## src/rtl/alb_pkg.sv

```systemverilog
// Shared definitions for the ALB result path: flag bit positions, the reset
// flag value and the buffered-entry record.
package alb_pkg;

    localparam int FLG_N = 3;
    localparam int FLG_Z = 2;
    localparam int FLG_C = 1;
    localparam int FLG_V = 0;

    localparam logic [3:0] FLAGS_RST = 4'b0100;

    localparam int ALB_DATA_W = 8;

    // Entry record at the default result width; wider instances of the stage
    // keep an identically laid-out record sized by their own DATA_WIDTH.
    typedef struct packed {
        logic [ALB_DATA_W-1:0] data;
        logic [3:0]            flags;
        logic                  flag_we;
        logic                  err;
    } alb_entry_t;

endpackage

```

## src/rtl/alb_flag_gen.sv

```systemverilog
// Combinational source select and {N,Z,C,V} derivation for one operation.
// Out-of-range selects yield a zero result with only Z set and raise err_o.
module alb_flag_gen
    import alb_pkg::*;
#(
    parameter int DATA_WIDTH = 8,
    parameter int NUM_SRC    = 4,
    parameter int SEL_W      = 2
) (
    input  logic [SEL_W-1:0]            sel_i,
    input  logic                        arith_i,
    input  logic [NUM_SRC*DATA_WIDTH-1:0] src_data_i,
    input  logic [NUM_SRC-1:0]          src_c_i,
    input  logic [NUM_SRC-1:0]          src_v_i,
    output logic [DATA_WIDTH-1:0]       data_o,
    output logic [3:0]                  flags_o,
    output logic                        err_o
);

    logic c_sel;
    logic v_sel;

    always_comb begin
        data_o = '0;
        c_sel  = 1'b0;
        v_sel  = 1'b0;
        err_o  = 1'b1;
        for (int k = 0; k < NUM_SRC; k++) begin
            if (sel_i == SEL_W'(k)) begin
                data_o = src_data_i[k*DATA_WIDTH +: DATA_WIDTH];
                c_sel  = src_c_i[k] & arith_i;
                v_sel  = src_v_i[k] & arith_i;
                err_o  = 1'b0;
            end
        end

        flags_o        = '0;
        flags_o[FLG_N] = data_o[DATA_WIDTH-1];
        flags_o[FLG_Z] = (data_o == '0);
        flags_o[FLG_C] = c_sel;
        flags_o[FLG_V] = v_sel;
    end

endmodule

```

## src/rtl/alb_result_stage.sv

```systemverilog
// Registered ALB result stage: source select + flag derivation feeding a
// 2-entry in-order skid buffer, architectural flag register and sticky status.
module alb_result_stage
    import alb_pkg::*;
#(
    parameter int DATA_WIDTH = 8,
    parameter int NUM_SRC    = 4,
    parameter int SEL_W      = 2
) (
    input  logic                          clk,
    input  logic                          rst,
    input  logic                          in_valid,
    output logic                          in_ready,
    input  logic [SEL_W-1:0]              in_sel,
    input  logic                          in_arith,
    input  logic                          in_flag_we,
    input  logic [NUM_SRC*DATA_WIDTH-1:0] src_data,
    input  logic [NUM_SRC-1:0]            src_c,
    input  logic [NUM_SRC-1:0]            src_v,
    output logic                          out_valid,
    input  logic                          out_ready,
    output logic [DATA_WIDTH-1:0]         out_data,
    output logic [3:0]                    out_flags,
    output logic [3:0]                    flags_q,
    output logic                          sticky_v,
    output logic                          sel_err,
    input  logic                          clr_sticky
);

    typedef struct packed {
        logic [DATA_WIDTH-1:0] data;
        logic [3:0]            flags;
        logic                  flag_we;
        logic                  err;
    } entry_t;

    logic [DATA_WIDTH-1:0] gen_data;
    logic [3:0]            gen_flags;
    logic                  gen_err;

    alb_flag_gen #(
        .DATA_WIDTH (DATA_WIDTH),
        .NUM_SRC    (NUM_SRC),
        .SEL_W      (SEL_W)
    ) u_flag_gen (
        .sel_i      (in_sel),
        .arith_i    (in_arith),
        .src_data_i (src_data),
        .src_c_i    (src_c),
        .src_v_i    (src_v),
        .data_o     (gen_data),
        .flags_o    (gen_flags),
        .err_o      (gen_err)
    );

    // Slot 0 is always the head; slot 1 is only meaningful when count_q == 2.
    entry_t [1:0] ent_q, ent_d;
    entry_t       new_ent;
    logic [1:0]   count_q, count_d;
    logic [3:0]   flags_d;
    logic         sticky_q, sticky_d;
    logic         sel_err_q, sel_err_d;
    logic         accept, retire;

    assign in_ready  = (count_q != 2'd2);
    assign out_valid = (count_q != 2'd0);
    assign accept    = in_valid && in_ready;
    assign retire    = out_valid && out_ready;

    // Error entries always present a zero result regardless of stored data.
    assign out_data  = ent_q[0].err ? '0 : ent_q[0].data;
    assign out_flags = ent_q[0].flags;
    assign sticky_v  = sticky_q;
    assign sel_err   = sel_err_q;

    always_comb begin
        new_ent = '{data: gen_data, flags: gen_flags, flag_we: in_flag_we, err: gen_err};
        ent_d   = ent_q;
        count_d = count_q;
        case ({accept, retire})
            2'b10: begin
                if (count_q == 2'd0) ent_d[0] = new_ent;
                else                 ent_d[1] = new_ent;
                count_d = count_q + 2'd1;
            end
            2'b01: begin
                ent_d[0] = ent_q[1];
                count_d  = count_q - 2'd1;
            end
            2'b11: ent_d[0] = new_ent;
            default: ;
        endcase

        flags_d = (retire && ent_q[0].flag_we) ? ent_q[0].flags : flags_q;

        // Set events win over a same-cycle clear.
        if (retire && ent_q[0].flags[FLG_V]) sticky_d = 1'b1;
        else if (clr_sticky)                 sticky_d = 1'b0;
        else                                 sticky_d = sticky_q;

        if (accept && gen_err) sel_err_d = 1'b1;
        else if (clr_sticky)   sel_err_d = 1'b0;
        else                   sel_err_d = sel_err_q;
    end

    always_ff @(posedge clk) begin
        if (rst) begin
            count_q   <= 2'd0;
            ent_q[0]  <= '{data: '0, flags: FLAGS_RST, flag_we: 1'b0, err: 1'b0};
            flags_q   <= FLAGS_RST;
            sticky_q  <= 1'b0;
            sel_err_q <= 1'b0;
        end else begin
            count_q   <= count_d;
            ent_q[0]  <= ent_d[0];
            flags_q   <= flags_d;
            sticky_q  <= sticky_d;
            sel_err_q <= sel_err_d;
        end
    end

    always_ff @(posedge clk) begin
        ent_q[1] <= ent_d[1];
    end

endmodule

```

## config.mk

```make
export PLATFORM = sky130hd
export DESIGN_NAME = alb_result_stage
export DESIGN_NICKNAME = d
export VERILOG_FILES = /design/src/rtl/alb_pkg.sv /design/src/rtl/alb_flag_gen.sv /design/src/rtl/alb_result_stage.sv
export SDC_FILE = /design/constraint.sdc
export NUM_CORES = 1
export LEC_CHECK = 0
export ABC_AREA = 1
export BUFFER_PORTS_ARGS = -buffer_cell sky130_fd_sc_hd__buf_2
export CAP_MARGIN = 20
export CORE_MARGIN = 1.5
export CORE_UTILIZATION = 40
export DETAILED_ROUTE_END_ITERATION = 10
export GPL_ROUTABILITY_DRIVEN = 0
export PLACE_DENSITY_LB_ADDON = 0.3
export SLEW_MARGIN = 25
export SYNTH_ARGS = -nofsm -noshare
export SYNTH_HDL_FRONTEND = slang
export SYNTH_SLANG_ARGS = --single-unit
```

## constraint.sdc

```tcl
create_clock -name clk -period 2.4 [get_ports clk]
set_input_delay 0.6 -clock clk [delete_from_list [all_inputs] [get_ports clk]]
set_output_delay 0.6 -clock clk [all_outputs]
set_load 0.05 [all_outputs]
```

==> results_dict.tcl <==
set metrics [dict create \
    synth.distinct_cells 25 \
    syn_area_mm2 0.00191 \
    synth_fp_nets 304 \
    avgSynthCellArea_um2 7.54 \
    power_leakage_uw 0.00119 \
    overflow 0 \
    final_common_cell "buf_2" \
    finalSetupTns_ns 0 \
    outcome "completed" \
    cts_buffers 5 \
    yosysWarnings 0 \
    placed_cell_area_mm2 0.00222 \
    crit_type "flop to output port" \
    ys_ff_latch 34 \
    powerDensity_mw_per_mm2 952 \
    worst-path-max-fanout 5 \
    slew_viol_final 0 \
    grt_first_pass_wirelength_um 6930 \
    required_ns 1.80 \
    hpwl_um 3050 \
    synth_mux_area_frac 0 \
    htree_num_levels 2 \
    antenna_found_initial 0 \
    postCtsSetupBuffers 0 \
    ys_seq_area_frac 0.425 \
    routed_wl_um 3980 \
    place_ws_ns 0.535 \
    fin_skew_ns 0.00284 \
    initial_core_util 0.426 \
    drt_pass1_iterations 4 \
    die-area_mm2 0.00519 \
    worst_slack_ns 0.649 \
    synth_compound_area_frac 0.131 \
    hold_viol 0 \
    cts_sinks 34 \
    clk_pin_slew_ns 0.07 \
    cts_tree "yes" \
    drc 0 \
    cp_data_arrival_time_ns 1.15 \
    die_w_um 72.1 \
    synthAdderAreaFrac 0.0131 \
    fill_cells 428 \
    grt_max_degree 20 \
    synth_top_family_by_area "simple AND/OR/NAND/NOR gates" \
    core_region_area_mm2 0.00447 \
    vias 1750 \
    postLayoutCellArea_mm2 0.00233 \
    synthXorXnorAreaFrac 0 \
    startpoint_type "flop" \
    cts_root_buffer "clkbuf_8" \
    layout_common_cells "buf_2, nand2_1, inv_1" \
    grt_pass1_vias 1630 \
    rsz0062_at_grt "false" \
    maxCapViolations 0 \
    nNetsFinal 366 \
    layout-drive-gt1-share 0.282 \
    n_antenna_cell 0 \
    ios 69 \
    peakVddDrop_mv 0.290 \
    finalCritPeriodShare 0.730 \
    clockBufferDepth 2 \
    end_kind "output port" \
    wire_per_inst_um 10.8 \
    hp-class "flop to flop" \
    clk_latency_ns 0.28 \
    num_rows 24 \
    postCtsResizedCells 0 \
    drtAntennaViolNets 0 \
    synthSimpleGateAreaFrac 0.291 \
    synthToLayoutAreaGrowth_pct 22.1 \
    holdBufCountCts 0 \
    fin_crit_ns 1.75 \
    synth_cells 253 \
    die_h_um 72.1 \
    vias_per_cell 4.76 \
    drt_iter0_drc 82 \
    setup_viol 0 \
    track_usage 0.169 \
    fmaxAchievable_mhz 571 \
    numPortBuffers 68 \
]
per-layer routing:
layer | vias to the layer above | share of wire | wire (um) | GRT usage
li1 | 935 | - | - | -
met1 | 745 | 0.46 | 1840 | 0.214
met2 | 66 | 0.46 | 1830 | 0.279
met3 | 4 | 0.066 | 264 | 0.0389
met4 | 0 | 0.012 | 47 | 0.0692
met5 | - | 0 | 0 | 0
worst paths after layout:
| path | startpoint | end | slack [ns] | depth (start not counted) |
|---|---|---|---|---|
| hold / removal | sel_err | sel_err | 0.44 | 2 |
| setup reg to reg | count_q[0] | count_q[1] | 0.77 | 10 |
| hold reg to reg | sel_err | sel_err | 0.44 | 2 |
| setup / recovery | count_q[0] | in_ready | 0.65 | 3 |
state kept, by name (all words and copies together), names as in the netlist:
name and cells:
ent_q 23, flags_q 4, out_flags 3, count_q 2
sel_err 1, sticky_v 1
power breakdown:
group	switching [uW]	leakage [uW]	internal [uW]
combinational	642	0.000843	245
sequential	79.5	0.000293	732
clock	211	0.0000504	309
total	932	0.00119	1290
cell usage after synthesis:
| cell type | count | area (um^2) |
|---|---|---|
| ha_1 | 2 | 25.0 |
| inv_1 | 36 | 135 |
| nand4_1 | 4 | 25.0 |
| o2111ai_1 | 2 | 17.5 |
| a21oi_2 | 1 | 8.76 |
| o211ai_2 | 3 | 37.5 |
| edfxtp_1 | 13 | 390 |
| buf_4 | 5 | 37.5 |
| nor2_8 | 1 | 20.0 |
| o21ai_0 | 17 | 85.1 |
| nand2_4 | 1 | 11.3 |
| nand2_1 | 60 | 225 |
| nand3_1 | 29 | 145 |
| buf_6 | 5 | 56.3 |
| conb_1 | 1 | 3.75 |
| dfxtp_1 | 21 | 420 |
| inv_2 | 2 | 7.51 |
| buf_2 | 3 | 15.0 |
| clkbuf_1 | 3 | 11.3 |
| o211ai_1 | 2 | 15.0 |
| nor2_4 | 2 | 22.5 |
| or2_1 | 8 | 50.1 |
| nor2_1 | 15 | 56.3 |
| a31oi_1 | 1 | 6.26 |
| a21oi_1 | 16 | 80.1 |
cell families (layout without fill, tap and decap cells):
| group | count (synthesis) | in the layout |
|---|---|---|
| AO/OA/AOI/OAI | 42 | 42 |
| adder cells (fa/ha/maj) | 2 | 2 |
| buffers and inverters | 54 | 117 |
| flip-flops | 34 | 34 |
| other | 1 | 1 |
| AND/OR/NAND/NOR | 120 | 120 |
metrics by stage:
stage	hold WS [ns]	total power, uW	util	cells
after global routing	0.488	2360	0.521	368
after global placement	0.422	1700	0.495	360
final	0.440	2220	0.521	368
after detailed placement	0.432	1710	0.495	360
after CTS	0.442	2240	0.521	368
after floorplan	0.457	1540	-	253
worst max-delay path, stage by stage, from the launching register on:
cell     delay (ns)
dfxtp_1        0.43
inv_1          0.09
nand2_1        0.08
buf_2          0.26
layout make-up:
| class | instances | area (um^2) | share of cell area |
|---|---|---|---|
| Clock inverter | 3 | 45.0 | 0.0193 |
| Inverter | 38 | 143 | 0.0612 |
| Sequential cell | 34 | 811 | 0.348 |
| Timing Repair Buffer | 71 | 363 | 0.156 |
| Clock buffer | 5 | 68.8 | 0.0295 |
| Tap cell | 52 | 65.1 | 0.0279 |
| Multi-Input combinational cell | 165 | 835 | 0.358 |
Power figures use the tool's default switching activity.
